$ cat config.mk
export PLATFORM = sky130hd
export DESIGN_NAME = mem_stage_flat
export DESIGN_NICKNAME = d
export VERILOG_FILES = /design/src/rtl/mem_stage_pkg.sv /design/src/rtl/mem_stage_if.sv /design/src/rtl/mem_wait_timer.sv /design/src/rtl/mem_stage.sv /design/src/flat_wrapper.sv
export SDC_FILE = /design/constraint.sdc
export NUM_CORES = 1
export LEC_CHECK = 0
export ABC_CLOCK_PERIOD_IN_PS = 3000
export CORE_ASPECT_RATIO = 1.75
export CORE_UTILIZATION = 43
export DETAILED_ROUTE_END_ITERATION = 7
export PLACE_DENSITY_LB_ADDON = 0.12
export SYNTH_ARGS = -nofsm -noshare
export SYNTH_HDL_FRONTEND = slang
export SYNTH_SLANG_ARGS = --single-unit
export TNS_END_PERCENT = 100
$ cat constraint.sdc
create_clock -name clock -period 3 [get_ports clock]
set_input_delay 0.3 -clock clock [delete_from_list [all_inputs] [get_ports clock]]
set_output_delay 0.3 -clock clock [all_outputs]
set_load 0.1 [all_outputs]
$ cat src/rtl/mem_stage_pkg.sv
`default_nettype none
// +----------------------------------------------------------------------------+
// | Package     : mem_stage_pkg                                                |
// | Description : Shared pipeline definitions for the MEM stage: FSM state     |
// |               encoding, data width and default memory timeout.             |
// | Revision    : 1.0 - initial release                                        |
// +----------------------------------------------------------------------------+
package mem_stage_pkg;

  localparam int DATA_W          = 8;
  localparam int DEFAULT_TIMEOUT = 16;

  typedef enum logic [0:0] {
    IDLE   = 1'b0,
    ACCESS = 1'b1
  } mem_state_e;

  // Counter width able to hold TIMEOUT itself without wrapping.
  function automatic int wait_cnt_width(input int timeout);
    return (timeout < 2) ? 1 : $clog2(timeout + 1);
  endfunction

endpackage
`default_nettype wire

$ cat src/rtl/mem_stage_if.sv
`default_nettype none
// +----------------------------------------------------------------------------+
// | Interface   : mem_stage_if                                                 |
// | Description : Data-memory request/acknowledge handshake.                   |
// | Ports       : dmem_req, dmem_we, dmem_addr, dmem_wdata (stage -> memory)   |
// |               dmem_rdata, dmem_ack                     (memory -> stage)   |
// | Revision    : 1.0 - initial release                                        |
// +----------------------------------------------------------------------------+
interface mem_stage_if;
  import mem_stage_pkg::*;

  logic              dmem_req;
  logic              dmem_we;
  logic [DATA_W-1:0] dmem_addr;
  logic [DATA_W-1:0] dmem_wdata;
  logic [DATA_W-1:0] dmem_rdata;
  logic              dmem_ack;

  modport master (
    output dmem_req, dmem_we, dmem_addr, dmem_wdata,
    input  dmem_rdata, dmem_ack
  );

  modport slave (
    input  dmem_req, dmem_we, dmem_addr, dmem_wdata,
    output dmem_rdata, dmem_ack
  );

endinterface
`default_nettype wire

$ cat src/rtl/mem_wait_timer.sv
`default_nettype none
// +----------------------------------------------------------------------------+
// | Module      : mem_wait_timer                                               |
// | Description : Counts cycles spent waiting for a memory acknowledge.        |
// | Ports       : clock, reset  - clock / synchronous active-high reset        |
// |               clear_i       - zero the count (entry to ACCESS)             |
// |               enable_i      - count one more waiting cycle                 |
// |               expired_o     - count has reached TIMEOUT-1                  |
// | Revision    : 1.0 - initial release                                        |
// +----------------------------------------------------------------------------+
module mem_wait_timer
  import mem_stage_pkg::*;
#(
  parameter int TIMEOUT = DEFAULT_TIMEOUT
) (
  input  logic clock,
  input  logic reset,
  input  logic clear_i,
  input  logic enable_i,
  output logic expired_o
);

  localparam int CNT_W = wait_cnt_width(TIMEOUT);

  logic [CNT_W-1:0] count_q;
  logic [CNT_W-1:0] count_d;

  assign expired_o = (count_q == CNT_W'(TIMEOUT - 1));

  // Saturate at the expiry value so the count can never wrap.
  always_comb begin
    count_d = count_q;
    if (clear_i) begin
      count_d = '0;
    end else if (enable_i && !expired_o) begin
      count_d = count_q + 1'b1;
    end
  end

  always_ff @(posedge clock) begin
    if (reset) begin
      count_q <= '0;
    end else begin
      count_q <= count_d;
    end
  end

endmodule
`default_nettype wire

$ cat src/rtl/mem_stage.sv
`default_nettype none
// +----------------------------------------------------------------------------+
// | Module      : mem_stage                                                    |
// | Description : Pipeline MEM stage. Resolves branches, performs data-memory  |
// |               accesses through a req/ack handshake with timeout, and holds |
// |               the MEM/WB pipeline register.                                |
// | Ports       : clock, reset         - clock / synchronous active-high reset |
// |               PC_jump_in, zero_in, branch_in -> pc_src, pc_target          |
// |               ALU_result_in, write_data_in, mem_* / reg_write_in controls  |
// |               stall                - hold request to upstream stages       |
// |               dmem                 - data-memory handshake (master side)   |
// |               read_data, alu_result_out, mem_to_reg_out, reg_write_out     |
// |               mem_error            - sticky timeout flag                   |
// | Revision    : 1.0 - initial release                                        |
// +----------------------------------------------------------------------------+
module mem_stage
  import mem_stage_pkg::*;
#(
  parameter int PC_SIZE = 10,
  parameter int TIMEOUT = DEFAULT_TIMEOUT
) (
  input  logic                clock,
  input  logic                reset,
  input  logic [PC_SIZE-1:0]  PC_jump_in,
  input  logic                zero_in,
  input  logic [DATA_W-1:0]   ALU_result_in,
  input  logic [DATA_W-1:0]   write_data_in,
  input  logic                branch_in,
  input  logic                mem_read_in,
  input  logic                mem_write_in,
  input  logic                mem_to_reg_in,
  input  logic                reg_write_in,
  output logic                stall,
  output logic                pc_src,
  output logic [PC_SIZE-1:0]  pc_target,
  mem_stage_if.master         dmem,
  output logic [DATA_W-1:0]   read_data,
  output logic [DATA_W-1:0]   alu_result_out,
  output logic                mem_to_reg_out,
  output logic                reg_write_out,
  output logic                mem_error
);

  mem_state_e        state_q, state_d;
  logic [DATA_W-1:0] addr_q, addr_d;
  logic [DATA_W-1:0] wdata_q, wdata_d;
  logic              we_q, we_d;
  logic [DATA_W-1:0] rdata_q, rdata_d;
  logic [DATA_W-1:0] alu_q, alu_d;
  logic              m2r_q, m2r_d;
  logic              rw_q, rw_d;
  logic              err_q, err_d;
  logic              timer_clear;
  logic              timer_en;
  logic              timer_expired;
  logic              access;

  assign pc_src    = branch_in & zero_in;
  assign pc_target = PC_jump_in;
  assign access    = mem_read_in | mem_write_in;

  assign dmem.dmem_req   = (state_q == ACCESS);
  assign dmem.dmem_we    = we_q & (state_q == ACCESS);
  assign dmem.dmem_addr  = addr_q;
  assign dmem.dmem_wdata = wdata_q;

  assign read_data      = rdata_q;
  assign alu_result_out = alu_q;
  assign mem_to_reg_out = m2r_q;
  assign reg_write_out  = rw_q;
  assign mem_error      = err_q;

  mem_wait_timer #(
    .TIMEOUT   (TIMEOUT)
  ) u_wait_timer (
    .clock     (clock),
    .reset     (reset),
    .clear_i   (timer_clear),
    .enable_i  (timer_en),
    .expired_o (timer_expired)
  );

  always_comb begin
    state_d     = state_q;
    addr_d      = addr_q;
    wdata_d     = wdata_q;
    we_d        = we_q;
    rdata_d     = rdata_q;
    alu_d       = alu_q;
    m2r_d       = m2r_q;
    rw_d        = rw_q;
    err_d       = err_q;
    stall       = 1'b0;
    timer_clear = 1'b0;
    timer_en    = 1'b0;

    case (state_q)
      IDLE: begin
        if (access) begin
          // Capture the request; a set write bit wins over a set read bit.
          stall       = 1'b1;
          addr_d      = ALU_result_in;
          wdata_d     = write_data_in;
          we_d        = mem_write_in;
          timer_clear = 1'b1;
          m2r_d       = 1'b0;
          rw_d        = 1'b0;
          state_d     = ACCESS;
        end else begin
          rdata_d = '0;
          alu_d   = ALU_result_in;
          m2r_d   = mem_to_reg_in;
          rw_d    = reg_write_in;
        end
      end
      ACCESS: begin
        if (dmem.dmem_ack) begin
          rdata_d = we_q ? '0 : dmem.dmem_rdata;
          alu_d   = addr_q;
          m2r_d   = mem_to_reg_in;
          rw_d    = reg_write_in;
          state_d = IDLE;
        end else if (timer_expired) begin
          // Give up: release upstream this cycle and flag the error.
          err_d   = 1'b1;
          m2r_d   = 1'b0;
          rw_d    = 1'b0;
          state_d = IDLE;
        end else begin
          stall    = 1'b1;
          timer_en = 1'b1;
          m2r_d    = 1'b0;
          rw_d     = 1'b0;
        end
      end
      default: begin
        state_d = IDLE;
      end
    endcase
  end

  always_ff @(posedge clock) begin
    if (reset) begin
      state_q <= IDLE;
      addr_q  <= '0;
      wdata_q <= '0;
      we_q    <= 1'b0;
      rdata_q <= '0;
      alu_q   <= '0;
      m2r_q   <= 1'b0;
      rw_q    <= 1'b0;
      err_q   <= 1'b0;
    end else begin
      state_q <= state_d;
      addr_q  <= addr_d;
      wdata_q <= wdata_d;
      we_q    <= we_d;
      rdata_q <= rdata_d;
      alu_q   <= alu_d;
      m2r_q   <= m2r_d;
      rw_q    <= rw_d;
      err_q   <= err_d;
    end
  end

endmodule
`default_nettype wire

$ cat src/flat_wrapper.sv
// flat-port wrapper written by rule: the top's interface ports become plain ports
module mem_stage_flat import mem_stage_pkg::*;
#(
  parameter int PC_SIZE = 10,
  parameter int TIMEOUT = DEFAULT_TIMEOUT
)
  (clock, reset, PC_jump_in, zero_in, ALU_result_in, write_data_in, branch_in, mem_read_in, mem_write_in, mem_to_reg_in, reg_write_in, stall, pc_src, pc_target, read_data, alu_result_out, mem_to_reg_out, reg_write_out, mem_error, dmem_dmem_req, dmem_dmem_we, dmem_dmem_addr, dmem_dmem_wdata, dmem_dmem_rdata, dmem_dmem_ack);
  mem_stage_if dmem_i ();
  input  logic clock;
  input  logic reset;
  input  logic [PC_SIZE-1:0] PC_jump_in;
  input  logic zero_in;
  input  logic [DATA_W-1:0] ALU_result_in;
  input  logic [DATA_W-1:0] write_data_in;
  input  logic branch_in;
  input  logic mem_read_in;
  input  logic mem_write_in;
  input  logic mem_to_reg_in;
  input  logic reg_write_in;
  output logic stall;
  output logic pc_src;
  output logic [PC_SIZE-1:0] pc_target;
  output logic [DATA_W-1:0] read_data;
  output logic [DATA_W-1:0] alu_result_out;
  output logic mem_to_reg_out;
  output logic reg_write_out;
  output logic mem_error;
  output wire logic [$bits(dmem_i.dmem_req)-1:0] dmem_dmem_req;
  output wire logic [$bits(dmem_i.dmem_we)-1:0] dmem_dmem_we;
  output wire logic [$bits(dmem_i.dmem_addr)-1:0] dmem_dmem_addr;
  output wire logic [$bits(dmem_i.dmem_wdata)-1:0] dmem_dmem_wdata;
  input wire logic [$bits(dmem_i.dmem_rdata)-1:0] dmem_dmem_rdata;
  input wire logic [$bits(dmem_i.dmem_ack)-1:0] dmem_dmem_ack;
  assign dmem_dmem_req = dmem_i.dmem_req;
  assign dmem_dmem_we = dmem_i.dmem_we;
  assign dmem_dmem_addr = dmem_i.dmem_addr;
  assign dmem_dmem_wdata = dmem_i.dmem_wdata;
  assign dmem_i.dmem_rdata = dmem_dmem_rdata;
  assign dmem_i.dmem_ack = dmem_dmem_ack;
  mem_stage #(.PC_SIZE(PC_SIZE), .TIMEOUT(TIMEOUT)) u_core (.clock(clock), .reset(reset), .PC_jump_in(PC_jump_in), .zero_in(zero_in), .ALU_result_in(ALU_result_in), .write_data_in(write_data_in), .branch_in(branch_in), .mem_read_in(mem_read_in), .mem_write_in(mem_write_in), .mem_to_reg_in(mem_to_reg_in), .reg_write_in(reg_write_in), .stall(stall), .pc_src(pc_src), .pc_target(pc_target), .dmem(dmem_i), .read_data(read_data), .alu_result_out(alu_result_out), .mem_to_reg_out(mem_to_reg_out), .reg_write_out(reg_write_out), .mem_error(mem_error));
endmodule
==> impl_metrics.ini, run 1 <==
[run_status]
outcome = complete, no violations

[flow_run]
cap_viol_max_count = 0

[synth]
synth.net_count = 256
synth-seq-cells = 42
synth_area_mm2 = 0.001858
ys_seq_area_frac = 0.4525
ys_types = 27
synthCells = 211
yosys_warnings = 0
avgSynthCellArea_um2 = 8.806

[routing]
wl_per_cell_um = 13.31
drc = 0
wl_um = 4247
via_count = 1622
drt_iter0_markers = 18
dr.pass1.iters = 4
viasPerCell = 5.085
antenna_left = 0

[sta]
layout_setup_ws_ns = 0.6250
worst_pin_slew_ns = 0.9765
maxSlewViolCount = 0
skew_ns = 0.004909
fin_crit_ns = 2.375
min_period_over_period = 0.7917
rsz0062_at_grt = no
timing.fmax_ghz = 0.4210
setup_viol = 0
max-slew-margin-rel = 0.3469
final-hold-violation-count = 0
fin_setup_tns_ns = 0

[layout]
area_growth_pct = 38.59
final_area_mm2 = 0.002575
drive_gt1_frac = 0.1370
antenna_cells = 0
nNetsFinal = 314
fillers = 360
mostFrequentLayoutCells = clkdlybuf4s50_1 (50), nand2_1 (44), dfxtp_1 (42)
layout_commonest_cell = clkdlybuf4s50_1

[worst_setup_path]
cp.arrival_ns = 2.08
crit_path_start_kind = flip-flop
worst_ep_required_time_ns = 2.70
endpoint_kind = output pin
worstReg2RegStart = u_core.u_wait_timer.count_q[0]
cp-startpoint = u_core.u_wait_timer.count_q[0]
cp_max_fo = 7
crit_type = flip-flop to output pin

[clock_tree]
post_cts_buffers = 0
cts-htree-levels = 2
cts_tree = built
root_buffer = clkbuf_8
holdBufCountCts = 0
worst_skew_pair.late_latency_ns = 0.29
clk_pin_slew_ns = 0.08
numCtsBuffers = 5
cts_sinks = 42
clock_path_buffers = 2
cts_repair_resize_count = 0

[worst_hold_path]
min-delay-start = u_core.dmem.dmem_wdata[2]
min-delay-path-class = flip-flop to flip-flop

[floorplan]
initial_utilization = 0.4477
die_w_um = 51.69
core_mm2 = 0.004150
core.rowCount = 31
num_io_pins = 92
die_y_um = 88.96
die-area_mm2 = 0.004598

[pwr]
power_density_mw_per_mm2 = 572.6
p_int_w = 0.0009177
p_leak_nw = 1.041
ir_worst_vdd_uv = 398.4
total_power_w = 0.001475
comb_power_share = 0.334
clock_power_share = 0.250
p_sw_frac = 0.3776
power.switching_w = 0.0005568
seqPwrFrac = 0.416

[global_route]
antenna_found_initial = 0
grt_first_pass_wirelength_um = 6955
track_usage = 0.2031
grt-ovfl-total = 0
grt_pass1_vias = 1563
grt_max_degree = 38

[placed_design]
port_buffers = 71
dpl_cell_area_mm2 = 0.002484
pre_cts_ws_ns = 0.9217
hpwl_um = 2894
gp_routability_congestion = 0.7621
==> stage by stage <==
step | utilization | hold WS (ns) | cells
floorplan | - | 0.4360 | 211
global placement | 0.5984 | 0.4421 | 311
detailed placement | 0.5984 | 0.4475 | 311
CTS | 0.6204 | 0.4588 | 319
global route | 0.6204 | 0.4891 | 319
finish | 0.6204 | 0.4539 | 319
==> registers in the layout, indices dropped and copies added (netlist names) <==
register and flops:
u_core.alu_result_out 8, u_core.dmem.dmem_addr 8, u_core.dmem.dmem_req 1, u_core.dmem.dmem_wdata 8
u_core.mem_error 1, u_core.mem_to_reg_out 1, u_core.read_data 8, u_core.reg_write_out 1
u_core.u_wait_timer.count_q 5, u_core.we_q 1
==> cell type report <==
class / count / area, µm² / share of cell area
repair buffers: 75 / 700.7 / 0.2721
clock buffers: 7 / 86.33 / 0.03353
inverters: 3 / 11.26 / 0.004373
clock inverters: 1 / 5.005 / 0.001944
flip-flops and latches: 42 / 840.8 / 0.3265
well taps: 49 / 61.31 / 0.02381
multi-input cells: 142 / 869.6 / 0.3377
==> metal layers <==
layer	wire, µm	global-route usage	vias up
met5	0	0	-
met3	203	0.04422	8
met4	74	0.09337	0
met2	2237	0.3754	55
met1	1732	0.2129	736
li1	-	-	823
==> power by group through the flow <==
stage,Clock [W],Combinational (W),Sequential [W]
global route,0.000407,0.000518,0.000618
detailed placement,0,0.000496,0.000626
CTS,0.000384,0.000496,0.000614
floorplan,0,0.000196,0.000854
global placement,0,0.000493,0.000626
finish,0.000368,0.000492,0.000614
==> cells in the mapped netlist <==
| master | instances | area (µm²) |
|---|---|---|
| o21ai_0 | 2 | 10.01 |
| buf_2 | 4 | 20.02 |
| nor3_1 | 1 | 5.000 |
| nand2_1 | 44 | 165.2 |
| or3_1 | 2 | 12.51 |
| buf_1 | 1 | 3.750 |
| o21a_1 | 8 | 60.06 |
| nor2_1 | 6 | 22.52 |
| clkbuf_1 | 8 | 30.03 |
| and3_1 | 3 | 18.77 |
| a31oi_1 | 1 | 6.260 |
| a21oi_1 | 20 | 100.1 |
| xnor2_1 | 1 | 8.760 |
| o21bai_2 | 1 | 11.26 |
| mux2i_1 | 17 | 170.2 |
| and2_1 | 2 | 12.51 |
| nand2b_1 | 9 | 56.30 |
| a21oi_2 | 1 | 8.760 |
| ha_1 | 2 | 25.02 |
| o21ba_2 | 1 | 10.01 |
| nand3_1 | 1 | 5.000 |
| dfxtp_1 | 42 | 840.8 |
| nor3b_2 | 2 | 25.02 |
| a211oi_1 | 17 | 127.6 |
| or3b_1 | 1 | 8.760 |
| inv_1 | 3 | 11.26 |
| buf_4 | 11 | 82.58 |
==> critical path: stages (launching register included) <==
cell and delay (ns):
dfxtp_1 0.34, ha_1 0.22, and3_1 0.19, ha_1 0.21, or3b_1 0.48, nand2_1 0.16, buf_12 0.18
==> cells by family (layout without fill, tap and decap cells) <==
| kind of cell | count (synthesis) | after routing | share of synthesized area |
|---|---|---|---|
| buf+inv | 27 | 86 | 0.07946 |
| mux | 17 | 17 | 0.09158 |
| compound gates | 51 | 51 | 0.1798 |
| xor+xnor | 1 | 1 | 0.004715 |
| fa+ha+maj | 2 | 2 | 0.01347 |
| flops | 42 | 42 | 0.4525 |
| simple gates | 71 | 71 | 0.1784 |
==> path summary, 6_finish.rpt <==
check / end / slack, ns / cells past startpoint
max: stall / 0.62 / 6
min: u_core.dmem.dmem_wdata[2] / 0.45 / 2
max reg2reg: u_core.u_wait_timer.count_q[3] / 0.99 / 6
min reg2reg: u_core.dmem.dmem_wdata[2] / 0.45 / 2
Power figures use the tool's default switching activity.
==> run 2, diff against run 1 <==
--- a/config.mk
+++ b/config.mk
@@ -5,9 +5,9 @@
 export SDC_FILE = /design/constraint.sdc
 export NUM_CORES = 1
 export LEC_CHECK = 0
-export ABC_CLOCK_PERIOD_IN_PS = 3000
+export ABC_CLOCK_PERIOD_IN_PS = 2200
 export CORE_ASPECT_RATIO = 1.75
-export CORE_UTILIZATION = 43
+export CORE_UTILIZATION = 40
 export DETAILED_ROUTE_END_ITERATION = 7
 export PLACE_DENSITY_LB_ADDON = 0.12
 export SYNTH_ARGS = -nofsm -noshare
==> constraint.sdc (replaced) <==
create_clock -name clock -period 2.2 [get_ports clock]
set_input_delay 0.22 -clock clock [delete_from_list [all_inputs] [get_ports clock]]
set_output_delay 0.22 -clock clock [all_outputs]
set_load 0.1 [all_outputs]
==> run 2 against run 1 <==
  * Critical path depth stayed put
  * Clock skew is 0.0027 ns lower
  * Sequential share of layout area is 0.36 points lower
  * Routed wire length is 3.9% higher
  * Final area is 1.3% higher
  * Highest routed layer unchanged
==> impl_metrics.ini, run 2 (synthesis gave the netlist of run 1 again) <==
[clock_tree]
cts_sinks = 42
numCtsBuffers = 5
worst_skew_pair.late_latency_ns = 0.29
holdBufCountCts = 0
cts-htree-levels = 2
clock_path_buffers = 2
clk_pin_slew_ns = 0.08
cts_tree = built
root_buffer = clkbuf_8

[layout]
final_area_mm2 = 0.002608
area_growth_pct = 40.34
nNetsFinal = 321
drive_gt1_frac = 0.2419
antenna_cells = 0
mostFrequentLayoutCells = buf_4 (48), nand2_1 (43), dfxtp_1 (41)
layout_commonest_cell = buf_4

[global_route]
grt_pass1_vias = 1594
antenna_found_initial = 0
grt_max_degree = 27
grt-ovfl-total = 0
grt_first_pass_wirelength_um = 7293
track_usage = 0.1997

[placed_design]
gp_routability_congestion = 0.7609
port_buffers = 71
hpwl_um = 3236
dpl_cell_area_mm2 = 0.002504

[run_status]
outcome = complete, no violations

[sta]
max-slew-margin-rel = 0.6422
timing.fmax_ghz = 0.4750
skew_ns = 0.002247
final-hold-violation-count = 0
fin_hold_ws_ns = 0.4402
rsz0062_at_grt = no
fin_setup_tns_ns = 0
setup_viol = 0
worst_pin_slew_ns = 0.5347
maxSlewViolCount = 0
min_period_over_period = 0.9569
fin_crit_ns = 2.105

[pwr]
p_sw_frac = 0.3802
p_leak_nw = 1.112
seqPwrFrac = 0.412
power_density_mw_per_mm2 = 779.4
clock_power_share = 0.251
ir_worst_vdd_uv = 572.1
total_power_w = 0.002032
power.switching_w = 0.0007726
comb_power_share = 0.337
p_int_w = 0.001260

[floorplan]
die_w_um = 53.52
initial_utilization = 0.4181
core.rowCount = 32
num_io_pins = 92
die_y_um = 92.16
die-area_mm2 = 0.004932
core_mm2 = 0.004444

[worst_setup_path]
endpoint_kind = output pin
crit_path_start_kind = flip-flop
worst_ep_required_time_ns = 1.98
cp.arrival_ns = 1.89
cp_max_fo = 6
crit_type = flip-flop to output pin

[routing]
drt_iter0_markers = 29
wl_um = 4414
dr.pass1.iters = 4
antenna_left = 0
via_count = 1680
viasPerCell = 5.122
drc = 0
wl_per_cell_um = 13.46

[worst_hold_path]
min-delay-path-class = input pin to output pin

[flow_run]
cap_viol_max_count = 0
run 2: layer usage:
metal  GRT usage  routed length (µm)  vias up
li1            -                   -      837
met1      0.2189                1765      788
met2      0.3365                2338       53
met3     0.06302                 268        2
met4     0.08553                  42        0
met5           0                   0        -
run 2: per-stage QoR:
| stage | cells | setup slack (ns) | util |
|---|---|---|---|
| finish | 328 | 0.09488 | 0.5867 |
| global route | 328 | 0.02473 | 0.5867 |
| CTS | 327 | 0.01624 | 0.5845 |
| detailed placement | 319 | 0.2308 | 0.5633 |
| global placement | 319 | 0.2411 | 0.5633 |
| floorplan | 211 | 0.02718 | - |
run 2: power by group through the flow:
stage	clock (W)	combinational [W]	sequential [W]
after floorplan	0	0.000269	0.00116
after global placement	0	0.000682	0.000855
after detailed placement	0	0.000685	0.000856
after global routing	0.000556	0.000716	0.000845
after CTS	0.000531	0.000687	0.000838
final	0.000511	0.000684	0.000837
run 2: path summary, 6_finish.rpt:
| kind | to | cells past startpoint | slack (ns) | start |
|---|---|---|---|---|
| min reg2reg | u_core.dmem.dmem_wdata[7] | 2 | 0.46 | u_core.dmem.dmem_wdata[7] |
| max | stall | 6 | 0.09 | u_core.u_wait_timer.count_q[0] |
| max reg2reg | u_core.u_wait_timer.count_q[3] | 7 | 0.21 | u_core.u_wait_timer.count_q[0] |
| min | pc_target[3] | 0 | 0.44 | PC_jump_in[3] |
run 2: timing repair:
item,CTS,global route
gates resized for setup,1,1
endpoints found under the setup margin,1,1
pin swaps,0,1
buffers inserted,0,1
run 2: layout make-up:
type | count | area, µm²
clock inverters | 1 | 5.005
clock buffers | 7 | 86.33
repair buffers | 82 | 720.7
well taps | 51 | 63.81
inverters | 3 | 11.26
flip-flops and latches | 42 | 842.1
multi-input cells | 142 | 878.3
fillers | 426 | 1837
run 2: critical path, stage by stage, from the launching register on:
cell and delay [ns]:
dfxtp_1 0.34, ha_1 0.21, and3_1 0.18, ha_2 0.18, or3b_4 0.41, nand2_2 0.10, buf_12 0.17
==> run 3, diff against run 2 <==
--- a/config.mk
+++ b/config.mk
@@ -12,5 +12,6 @@
 export PLACE_DENSITY_LB_ADDON = 0.12
 export SYNTH_ARGS = -nofsm -noshare
 export SYNTH_HDL_FRONTEND = slang
+export SYNTH_HIERARCHICAL = 1
 export SYNTH_SLANG_ARGS = --single-unit
 export TNS_END_PERCENT = 100
==> run 3 against run 2 <==
  * Critical path depth grew 1
  * Cell count shrank 1.2%
  * Flip-flop and latch count is the same
  * Register-to-register slack gained 0.11 ns
  * Sequential share of layout area shrank 0.14 points
  * Worst setup slack lost 0.0041 ns
  * Via count grew 0.48%
  * First-iteration DRC count shrank 14%
  * Die area grew 2.2%
  * Core utilization shrank 0.19 points
==> impl_metrics.ini, run 3 <==
[placed_design]
placedCellCount = 316
hpwl_um = 3236
dpl_cell_area_mm2 = 0.002524
gp_routability_congestion = 0.8088
port_buffers = 71

[clock_tree]
numCtsBuffers = 5
holdBufCountCts = 0
cts_tree = built
cts_sinks = 42
clk_pin_slew_ns = 0.08
worst_skew_pair.late_latency_ns = 0.29
cts-htree-levels = 2
root_buffer = clkbuf_8
clock_path_buffers = 2

[global_route]
grt_use_met1 = 0.2026
grt_first_pass_wirelength_um = 7010
antenna_found_initial = 0
grt_pass1_vias = 1583
met3_usage = 0.05854
track_usage = 0.1869
grt_util_met2 = 0.3179
grt.busiest_layer = met2
grt-ovfl-total = 0
grt_max_degree = 30

[sta]
timing.fmax_ghz = 0.4741
worst_pin_slew_ns = 0.5130
setup_viol = 0
fin_setup_tns_ns = 0
rsz0062_at_grt = no
fin_crit_ns = 2.109
maxSlewViolCount = 0
fin_hold_ws_ns = 0.4402
final-hold-violation-count = 0
skew_ns = 0.007247
min_period_over_period = 0.9587
max-slew-margin-rel = 0.6570

[synth]
synthCells = 207
synth-xor-area-share = 0.009223
synth-seq-cells = 42
ys.flop_type = dfxtp_1
yosys-top-cells-area = dfxtp_1 (44%), mux2i_1 (9.0%), nand2_1 (8.3%)
yosys_warnings = 6
muxShareOfSynthArea = 0.08959
synth.net_count = 252
synth.top_cells.by_count = dfxtp_1 (42), nand2_1 (42), a21oi_1 (19)
yosys.area.top_type_share = 0.4427
ys_seq_area_frac = 0.4427
synth_top_family_by_area = simple AND/OR/NAND/NOR gates
ys_async_sr_fraction = 0
synth_compound_area_frac = 0.1647
ys_types = 35
synth_area_mm2 = 0.001899
synth_top_cell_by_area = dfxtp_1
synth-adder-area-share = 0.01318
avgSynthCellArea_um2 = 9.175
synth-edff-count = 0
synthSimpleGateAreaFrac = 0.1963

[worst_setup_path]
path_cells = ha_1, and3_1, ha_2, nor3b_1, buf_4, or2_2, buf_12
cp.arrival_ns = 1.89
slowest_stage = dfxtp_2
cp_max_fo = 5
reg2reg_setup_slack_ns = 0.32
crit_family = simple AND/OR/NAND/NOR gates
endpoint_kind = output pin
worst_ep_required_time_ns = 1.98
crit_type = flip-flop to output pin
rr_worst_depth = 8
rr_endpoint = u_core/u_wait_timer/count_q[3]
cp_num_buf_inv = 2
worstReg2RegStart = u_core/u_wait_timer/count_q[0]
critPathMaxStageDelay_ns = 0.34
crit_path_start_kind = flip-flop

[layout]
nNetsFinal = 317
mostFrequentLayoutCells = buf_4 (46), nand2_1 (42), dfxtp_1 (40)
final_cells = 324
antenna_cells = 0
final_area_mm2 = 0.002623
drive_gt1_frac = 0.2527
layout_commonest_cell = buf_4
area_growth_pct = 38.08

[routing]
drt_iter0_markers = 25
wl_per_cell_um = 13.77
wl_um = 4462
viasPerCell = 5.210
drc = 0
dr.pass1.iters = 4
antenna_left = 0
via_count = 1688

[pwr]
ir_worst_vdd_uv = 579.1
p_leak_nw = 1.102
power_density_mw_per_mm2 = 776.1
clock_power_share = 0.252
power.switching_w = 0.0007758
p_int_w = 0.001259
p_sw_frac = 0.3812
seqPwrFrac = 0.412
comb_power_share = 0.336

[floorplan]
num_io_pins = 92
core.rowCount = 32
core_mm2 = 0.004484
die_y_um = 93.16
die-area_mm2 = 0.005039
die_w_um = 54.09
initial_utilization = 0.4235

[worst_hold_path]
hold_depth = 0
min_to = pc_target[3]
min-delay-start = PC_jump_in[3]
min-delay-path-class = input pin to output pin

[run_status]
outcome = complete, no violations

[flow_run]
cap_viol_max_count = 0
[run 3: logic make-up after synthesis]
family / after synthesis
AND/OR/NAND/NOR: 72
multiplexers: 17
buffers and inverters: 25
XOR/XNOR: 2
AO/OA/AOI/OAI: 47
adder cells (fa/ha/maj): 2
flip-flops: 42
[run 3: power by group through the flow]
stage	registers [W]	clock network, W	logic, W
floorplan	0.00116	0	0.000276
global placement	0.000856	0	0.000684
detailed placement	0.000857	0	0.000686
CTS	0.000839	0.000542	0.000688
global route	0.000846	0.000575	0.000713
finish	0.000839	0.000514	0.000683
[run 3: final cells by class]
type / instances / area (µm²)
fill: 406 / 1862
clock inverter: 2 / 12.51
inverter: 3 / 13.76
multi-input combinational: 140 / 900.9
timing repair buffer: 80 / 705.7
clock buffer: 6 / 82.58
tap: 51 / 63.81
sequential: 42 / 843.3
[run 3: worst max-delay path by stage]
stage | to | start | cells past startpoint
floorplan | u_core/dmem.dmem_req | u_core/u_wait_timer/count_q[0] | 6
global placement | u_core/u_wait_timer/count_q[3] | u_core/u_wait_timer/count_q[0] | 8
detailed placement | u_core/u_wait_timer/count_q[3] | u_core/u_wait_timer/count_q[0] | 8
CTS | stall | u_core/u_wait_timer/count_q[0] | 7
global route | stall | u_core/u_wait_timer/count_q[0] | 7
finish | stall | u_core/u_wait_timer/count_q[0] | 7
[run 3: what timing repair did]
item / CTS / global route
buffers inserted: 0 / 0
setup endpoints to repair: 0 / 1
gates resized for setup: 0 / 2
[run 3: metrics by stage]
step / util / worst slack [ns] / power, W
2_1_floorplan: - / 0.08404 / 0.001440
3_3_place_gp: 0.5628 / 0.3623 / 0.001540
3_5_place_dp: 0.5628 / 0.3208 / 0.001543
4_1_cts: 0.5840 / 0.04560 / 0.002068
5_1_grt: 0.5848 / 0.009277 / 0.002134
6_report: 0.5848 / 0.09081 / 0.002035
[run 3: routing by layer]
layer  wire [µm]  up-vias
li1            -      825
met4         105        0
met1        1738      786
met5           0        -
met3         288       11
met2        2330       66
